`config.mk`:
```
export PLATFORM = sky130hd
export DESIGN_NAME = wallace_mult_pipe_flat
export DESIGN_NICKNAME = d
export VERILOG_FILES = /design/src/rtl/wallace_mult_pipe_if.sv /design/src/rtl/wallace_mult_pipe.sv /design/src/flat_wrapper.sv
export SDC_FILE = /design/constraint.sdc
export NUM_CORES = 2
export LEC_CHECK = 0
export BUFFER_PORTS_ARGS = -buffer_cell sky130_fd_sc_hd__buf_2
export CAP_MARGIN = 20
export CORE_UTILIZATION = 60
export DETAILED_ROUTE_END_ITERATION = 8
export PLACE_DENSITY = 0.74
export SLEW_MARGIN = 20
export SYNTH_ARGS = -nofsm -noshare
export SYNTH_HDL_FRONTEND = slang
export SYNTH_SLANG_ARGS = --single-unit
```
`constraint.sdc`:
```
create_clock -name clock -period 5.8 [get_ports clock]
set_input_delay 0.29 -clock clock [delete_from_list [all_inputs] [get_ports clock]]
set_output_delay 0.29 -clock clock [all_outputs]
set_load 0.005 [all_outputs]
```
`src/rtl/wallace_mult_pipe_if.sv`:
```
// Operand/result bundle between the execute-stage operand latches (master)
// and the pipelined Wallace multiplier (slave).
interface wallace_mult_pipe_if #(
  parameter int WIDTH = 32
);
  logic                 ctrl_MULT;
  logic                 ctrl_signed;
  logic [WIDTH-1:0]     data_operandA;
  logic [WIDTH-1:0]     data_operandB;
  logic [2*WIDTH-1:0]   data_product;
  logic [WIDTH-1:0]     data_result;
  logic                 data_exception;
  logic                 data_resultRDY;

  modport master (
    output ctrl_MULT,
    output ctrl_signed,
    output data_operandA,
    output data_operandB,
    input  data_product,
    input  data_result,
    input  data_exception,
    input  data_resultRDY
  );

  modport slave (
    input  ctrl_MULT,
    input  ctrl_signed,
    input  data_operandA,
    input  data_operandB,
    output data_product,
    output data_result,
    output data_exception,
    output data_resultRDY
  );
endinterface

```
`src/rtl/wallace_mult_pipe.sv`:
```
// Pipelined WIDTH x WIDTH Wallace-tree multiplier, signed (Baugh-Wooley) or
// unsigned per operation. One issue per cycle, no stalls; the result is
// visible three edges after the issue edge.
//
// Pipeline:
//   issue edge : operands, mode and valid captured
//   +1 edge    : partial products reduced by 3:2 layers, sum/carry captured
//   +2 edge    : low half of the carry-propagate add captured with its carry
//   +3 edge    : high half added, product / result / overflow / ready captured
// The final 2*WIDTH-bit add is split over two edges so the long carry chain
// does not sit behind the reduction tree in a single cycle.
module wallace_mult_pipe #(
  parameter int WIDTH = 32
) (
  input  logic             clock,
  input  logic             reset,
  wallace_mult_pipe_if.slave bus
);

  localparam int P = 2 * WIDTH;

  // Rows left after one layer: every group of three rows becomes a sum row
  // and a carry row; the one or two leftover rows pass straight through.
  function automatic int next_rows(input int n);
    return (n / 3) * 2 + (n % 3);
  endfunction

  // Number of 3:2 layers needed to bring n rows down to two.
  function automatic int num_levels(input int n);
    int r;
    int l;
    r = n;
    l = 0;
    while (r > 2) begin
      r = next_rows(r);
      l = l + 1;
    end
    return l;
  endfunction

  // Row count entering layer lvl.
  function automatic int rows_at(input int n, input int lvl);
    int r;
    r = n;
    for (int k = 0; k < lvl; k++) begin
      r = next_rows(r);
    end
    return r;
  endfunction

  localparam int NLEV = num_levels(WIDTH);

  // ------------------------------------------------------------------
  // Stage 1: operand capture
  // ------------------------------------------------------------------
  logic [WIDTH-1:0] a_reg;
  logic [WIDTH-1:0] b_reg;
  logic             signed_s1_reg;
  logic             valid_s1_reg;

  // Capture operands every cycle; only the valid bit follows the issue strobe.
  always_ff @(posedge clock) begin
    if (reset) begin
      a_reg         <= '0;
      b_reg         <= '0;
      signed_s1_reg <= 1'b0;
      valid_s1_reg  <= 1'b0;
    end else begin
      a_reg         <= bus.data_operandA;
      b_reg         <= bus.data_operandB;
      signed_s1_reg <= bus.ctrl_signed;
      valid_s1_reg  <= bus.ctrl_MULT;
    end
  end

  // ------------------------------------------------------------------
  // Partial products and Wallace reduction (combinational, stage 1 -> 2)
  // ------------------------------------------------------------------
  // tree[l][r] is row r entering layer l; tree[NLEV][0..1] are the final
  // sum and carry rows. Slots beyond a layer's row count are tied to zero.
  logic [P-1:0] tree [0:NLEV][0:WIDTH-1];

  // Baugh-Wooley correction constants: 1s at columns WIDTH and 2*WIDTH-1.
  // Row 0 only occupies columns 0..WIDTH-1, so both constants fit in it.
  logic [P-1:0] bw_const;
  assign bw_const = {signed_s1_reg, {(P-WIDTH-2){1'b0}}, signed_s1_reg, {WIDTH{1'b0}}};

  genvar gi, gj;
  generate
    for (gi = 0; gi < WIDTH; gi++) begin : g_pp
      // In signed mode the MSB row inverts all but its own MSB term, and
      // every other row inverts its MSB-column term.
      localparam logic [WIDTH-1:0] INV_MASK = (gi == WIDTH-1) ?
          {1'b0, {(WIDTH-1){1'b1}}} : {1'b1, {(WIDTH-1){1'b0}}};
      logic [WIDTH-1:0] pp_bits;
      assign pp_bits = (a_reg & {WIDTH{b_reg[gi]}}) ^ (INV_MASK & {WIDTH{signed_s1_reg}});
      if (gi == 0) begin : g_row0
        assign tree[0][gi] = ({{WIDTH{1'b0}}, pp_bits} << gi) | bw_const;
      end else begin : g_rowi
        assign tree[0][gi] = ({{WIDTH{1'b0}}, pp_bits} << gi);
      end
    end

    for (gi = 0; gi < NLEV; gi++) begin : g_lvl
      localparam int N_IN  = rows_at(WIDTH, gi);
      localparam int N_GRP = N_IN / 3;
      localparam int N_OUT = next_rows(N_IN);

      // Full-adder layer: each triple of rows becomes a sum row and a carry
      // row shifted one column left (bits past 2*WIDTH-1 drop, arithmetic
      // is modulo 2^(2*WIDTH)).
      for (gj = 0; gj < N_GRP; gj++) begin : g_fa
        logic [P-1:0] x;
        logic [P-1:0] y;
        logic [P-1:0] z;
        assign x = tree[gi][3*gj];
        assign y = tree[gi][3*gj+1];
        assign z = tree[gi][3*gj+2];
        assign tree[gi+1][2*gj]   = x ^ y ^ z;
        assign tree[gi+1][2*gj+1] = ((x & y) | (x & z) | (y & z)) << 1;
      end

      // Leftover rows (one or two) ride along to the next layer unchanged.
      for (gj = 0; gj < N_IN - 3*N_GRP; gj++) begin : g_pass
        assign tree[gi+1][2*N_GRP+gj] = tree[gi][3*N_GRP+gj];
      end

      for (gj = N_OUT; gj < WIDTH; gj++) begin : g_zero
        assign tree[gi+1][gj] = '0;
      end
    end
  endgenerate

  // ------------------------------------------------------------------
  // Stage 2: sum / carry capture
  // ------------------------------------------------------------------
  logic [P-1:0] sum_reg;
  logic [P-1:0] carry_reg;
  logic         signed_s2_reg;
  logic         valid_s2_reg;

  // Register the two remaining rows of the tree with the mode and valid bit.
  always_ff @(posedge clock) begin
    if (reset) begin
      sum_reg       <= '0;
      carry_reg     <= '0;
      signed_s2_reg <= 1'b0;
      valid_s2_reg  <= 1'b0;
    end else begin
      sum_reg       <= tree[NLEV][0];
      carry_reg     <= tree[NLEV][1];
      signed_s2_reg <= signed_s1_reg;
      valid_s2_reg  <= valid_s1_reg;
    end
  end

  // ------------------------------------------------------------------
  // Stage 3a: low half of the carry-propagate add
  // ------------------------------------------------------------------
  logic [WIDTH:0]   lo_add;
  logic [WIDTH-1:0] lo_reg;
  logic             lo_carry_reg;
  logic [WIDTH-1:0] hi_sum_reg;
  logic [WIDTH-1:0] hi_carry_reg;
  logic             signed_s3_reg;
  logic             valid_s3_reg;

  assign lo_add = {1'b0, sum_reg[WIDTH-1:0]} + {1'b0, carry_reg[WIDTH-1:0]};

  // Keep the finished low half and its carry-out; the high halves wait a cycle.
  always_ff @(posedge clock) begin
    if (reset) begin
      lo_reg        <= '0;
      lo_carry_reg  <= 1'b0;
      hi_sum_reg    <= '0;
      hi_carry_reg  <= '0;
      signed_s3_reg <= 1'b0;
      valid_s3_reg  <= 1'b0;
    end else begin
      lo_reg        <= lo_add[WIDTH-1:0];
      lo_carry_reg  <= lo_add[WIDTH];
      hi_sum_reg    <= sum_reg[P-1:WIDTH];
      hi_carry_reg  <= carry_reg[P-1:WIDTH];
      signed_s3_reg <= signed_s2_reg;
      valid_s3_reg  <= valid_s2_reg;
    end
  end

  // ------------------------------------------------------------------
  // Stage 3b: high half, overflow detection, output registers
  // ------------------------------------------------------------------
  logic [WIDTH-1:0] hi_add;
  logic [P-1:0]     product_next;
  logic [WIDTH:0]   upper_signed;
  logic             exception_next;

  assign hi_add       = hi_sum_reg + hi_carry_reg + {{(WIDTH-1){1'b0}}, lo_carry_reg};
  assign product_next = {hi_add, lo_reg};
  assign upper_signed = product_next[P-1:WIDTH-1];

  // Signed: bits above the result's sign bit must all copy it.
  // Unsigned: the whole upper half must be zero.
  assign exception_next = signed_s3_reg ? ((|upper_signed) & ~(&upper_signed))
                                        : (|product_next[P-1:WIDTH]);

  logic [P-1:0] product_reg;
  logic         exception_reg;
  logic         ready_reg;

  // Update the visible result only for valid operations; ready is a 1-cycle pulse.
  always_ff @(posedge clock) begin
    if (reset) begin
      product_reg   <= '0;
      exception_reg <= 1'b0;
      ready_reg     <= 1'b0;
    end else begin
      ready_reg <= valid_s3_reg;
      if (valid_s3_reg) begin
        product_reg   <= product_next;
        exception_reg <= exception_next;
      end
    end
  end

  assign bus.data_product   = product_reg;
  assign bus.data_result    = product_reg[WIDTH-1:0];
  assign bus.data_exception = exception_reg;
  assign bus.data_resultRDY = ready_reg;

endmodule

```
`src/flat_wrapper.sv`:
```
// flat-port wrapper written by rule: the top's interface ports become plain ports
module wallace_mult_pipe_flat 
#(
  parameter int WIDTH = 32
)
  (clock, reset, bus_ctrl_MULT, bus_ctrl_signed, bus_data_operandA, bus_data_operandB, bus_data_product, bus_data_result, bus_data_exception, bus_data_resultRDY);
  wallace_mult_pipe_if #(.WIDTH(WIDTH)) bus_i ();
  input  logic clock;
  input  logic reset;
  input wire logic [$bits(bus_i.ctrl_MULT)-1:0] bus_ctrl_MULT;
  input wire logic [$bits(bus_i.ctrl_signed)-1:0] bus_ctrl_signed;
  input wire logic [$bits(bus_i.data_operandA)-1:0] bus_data_operandA;
  input wire logic [$bits(bus_i.data_operandB)-1:0] bus_data_operandB;
  output wire logic [$bits(bus_i.data_product)-1:0] bus_data_product;
  output wire logic [$bits(bus_i.data_result)-1:0] bus_data_result;
  output wire logic [$bits(bus_i.data_exception)-1:0] bus_data_exception;
  output wire logic [$bits(bus_i.data_resultRDY)-1:0] bus_data_resultRDY;
  assign bus_i.ctrl_MULT = bus_ctrl_MULT;
  assign bus_i.ctrl_signed = bus_ctrl_signed;
  assign bus_i.data_operandA = bus_data_operandA;
  assign bus_i.data_operandB = bus_data_operandB;
  assign bus_data_product = bus_i.data_product;
  assign bus_data_result = bus_i.data_result;
  assign bus_data_exception = bus_i.data_exception;
  assign bus_data_resultRDY = bus_i.data_resultRDY;
  wallace_mult_pipe #(.WIDTH(WIDTH)) u_core (.clock(clock), .reset(reset), .bus(bus_i));
endmodule
```
==> metrics.txt <==
IO buf count 165; post-CTS sizing 0; Hold Worst Slack 25.2 ps; Crit Path Max Fanout 24; clock sink count 350; Crit Path Category register to register; max-slew violations 0; Post-Place Setup Slack 162 ps; H-tree levels 2; Slowest-stage cell, CP dfxtp_1; Setup crit start kind register; First DRT Iteration DRCs 2166; FF-to-FF path depth 15; register area share after synthesis 16.2%; number of synthesized flops with an enable pin 0; syn_area_per_cell 9.55 µm²; DRT Wirelength 105000 µm; Worst path max stage delay 830 ps; Post-Layout Cell Count 5567; worst slew pin tran 963 ps; crit path capture type register; IO Count 166; number of global-route vias before repair 32000; Design Area, Final 46900 µm²; WP data required 6250 ps; Post-CTS Hold Fix Bufs 59; Final GP Congestion 0.903; # fillers 5482; f_max 178 MHz; Std-Cell Rows 97; fin crit share 96.7%; Top cell by count, worst path fa_1; initial antenna violation count 1; root buffer cell clkbuf_16; Max rail drop VDD 0.000236 V; Primary FF master, synth dfxtp_1; DRC errors left 0; Die Area 73000 µm²; PnR worst setup slack 190 ps; RSZ-0062 raised after global routing no; Syn Nets 5707; YS warnings 0; Initial Utilization 61.1%; DRT Pass-1 Iters 6; Post-Place Cells 5436; global routing's busiest layer met2; Via-to-Cell Ratio 5.33; top post-synthesis cells by area fa_1 42%, dfxtp_1 16%, and2_1 7.8%; Clock Pin Slew Worst Setup and Hold Paths 70 ps; Syn-to-layout area delta 8.65%; TritonCTS clock tree yes; Detail Route Antenna Nets 0; later-pin clock latency in the skew report 590 ps; met1 usage 42.0%; cell taking the most area after synthesis fa_1; Synth Instances 4517; final setup fails 0; gr ovfl total 0; CORE AREA 70600 µm²; GR Util All Layers 30.0%; CP arrival 6060 ps; maxcap violations 0; global routing usage on met3 9.58%; final setup TNS 0 ps; DPL Wire Length 82100 µm; crit path cell chain buf_4 > and2_1 > fa_1 > inv_1 > fa_1 > fa_1 > inv_1 > fa_1 > inv_1 > fa_1 > fa_1 > fa_1 > inv_1 > fa_1 > nor2b_1; area share of the largest cell type after synthesis 42.2%; slew margin rel. 35.7%; via count 29700; Hold Path Class input pin to register; Die Height 270 µm; global-route wire length before repair 172000 µm; Die W 270 µm; # nets final 5788; post-place instance area 44900 µm²; static leakage 21.1 nW; routed len/inst 18.8 µm; endpoints failing hold 0; clock skew 38.7 ps; Final min period 5610 ps; hold-critical path depth 2; Power Density 244 nW/µm²; met2 GRT Util 45.2%; count leader, synth fa_1; # Post-CTS Setup Buffers 0; top cells by count, synth 910 x fa_1, 857 x inv_1, 541 x and2_1; outcome completed; largest net degree at the start of global routing 154; share of cells above drive strength 1 7.87%; distinct cell type count after synthesis 72; Max clock buf depth 3; asr flop ratio synth 0%; Syn Std Cell Area 43100 µm²; TritonCTS Buffers 40; #FFs+latches synth 350
==> path summary, 6_finish.rpt <==
| path | start | endpoint | slack [ps] |
|---|---|---|---|
| setup / recovery | u_core.b_reg[28] | u_core.sum_reg[32] | 190 |
| hold / removal | bus_data_operandB[1] | u_core.b_reg[1] | 30 |
| setup reg to reg | u_core.b_reg[28] | u_core.sum_reg[32] | 190 |
| hold reg to reg | u_core.sum_reg[61] | u_core.hi_sum_reg[29] | 430 |
==> logic make-up (layout without fill, tap and decap cells) <==
family | Yosys count | in the layout | share of synthesized area, %
compound gates | 180 | 180 | 2.92
xor+xnor | 97 | 97 | 1.97
fa+ha+maj | 1122 | 1122 | 48.4
buf+inv | 1150 | 1259 | 10.3
flops | 350 | 350 | 16.2
mux | 52 | 52 | 1.21
other cells | 0 | 1 | 0
simple gates | 1566 | 1566 | 19.0
==> per-stage QoR <==
step / utilization (%) / power [mW]
2_1_floorplan: - / 7.07
3_3_place_gp: 63.6 / 8.49
3_5_place_dp: 63.6 / 8.71
4_1_cts: 66.4 / 11.4
5_1_grt: 66.4 / 12.5
6_report: 66.4 / 11.4
==> per-layer routing <==
layer	routed length (µm)	up-vias
li1	-	13300
met1	45300	14900
met4	2260	0
met5	0	-
met2	45800	1312
met3	11200	162
==> layout make-up <==
| class | instances | area [µm²] | area share (%) |
|---|---|---|---|
| multi-input cells | 3017 | 31700 | 67.6 |
| flip-flops and latches | 350 | 7020 | 15.0 |
| inverters | 858 | 3220 | 6.87 |
| repair buffers | 331 | 2410 | 5.14 |
| well taps | 940 | 1180 | 2.51 |
| clock buffers | 44 | 1050 | 2.23 |
| clock inverters | 26 | 329 | 0.702 |
| diodes | 1 | 2.50 | 0.00534 |
==> where the power goes <==
group | internal, mW | switching (mW)
Clock | 1.55 | 1.12
Sequential | 2.81 | 0.219
Combinational | 2.57 | 3.19
==> layout by cell type, fill, tap and decap left out, types with 7 or more instances in the layout <==
master         instances
fa_1                 910
inv_1                857
and2_1               541
nand2_1              523
dfxtp_1              347
nor2b_1              265
ha_1                 212
buf_2                164
nor2_1               127
buf_4                 92
xor2_1                62
dlygate4sd3_1         60
a21oi_1               52
mux2i_1               52
clkbuf_16             40
xnor2_1               35
o21ai_0               27
nor3_1                24
a21o_1                21
nand3_1               16
buf_12                14
nor4_1                10
clkinv_2              10
o21a_1                 9
and3_1                 9
a211oi_1               9
nand4_1                9
nand2b_1               8
a31oi_1                7
==> worst max-delay path, delay by kind of cell (launching register included) <==
kind          cells  cell delay (ps)
buf+inv           5              540
flops             1              830
fa+ha+maj         8             3790
simple gates      2              300
Note: power is estimated with default switching activity, not from simulation.
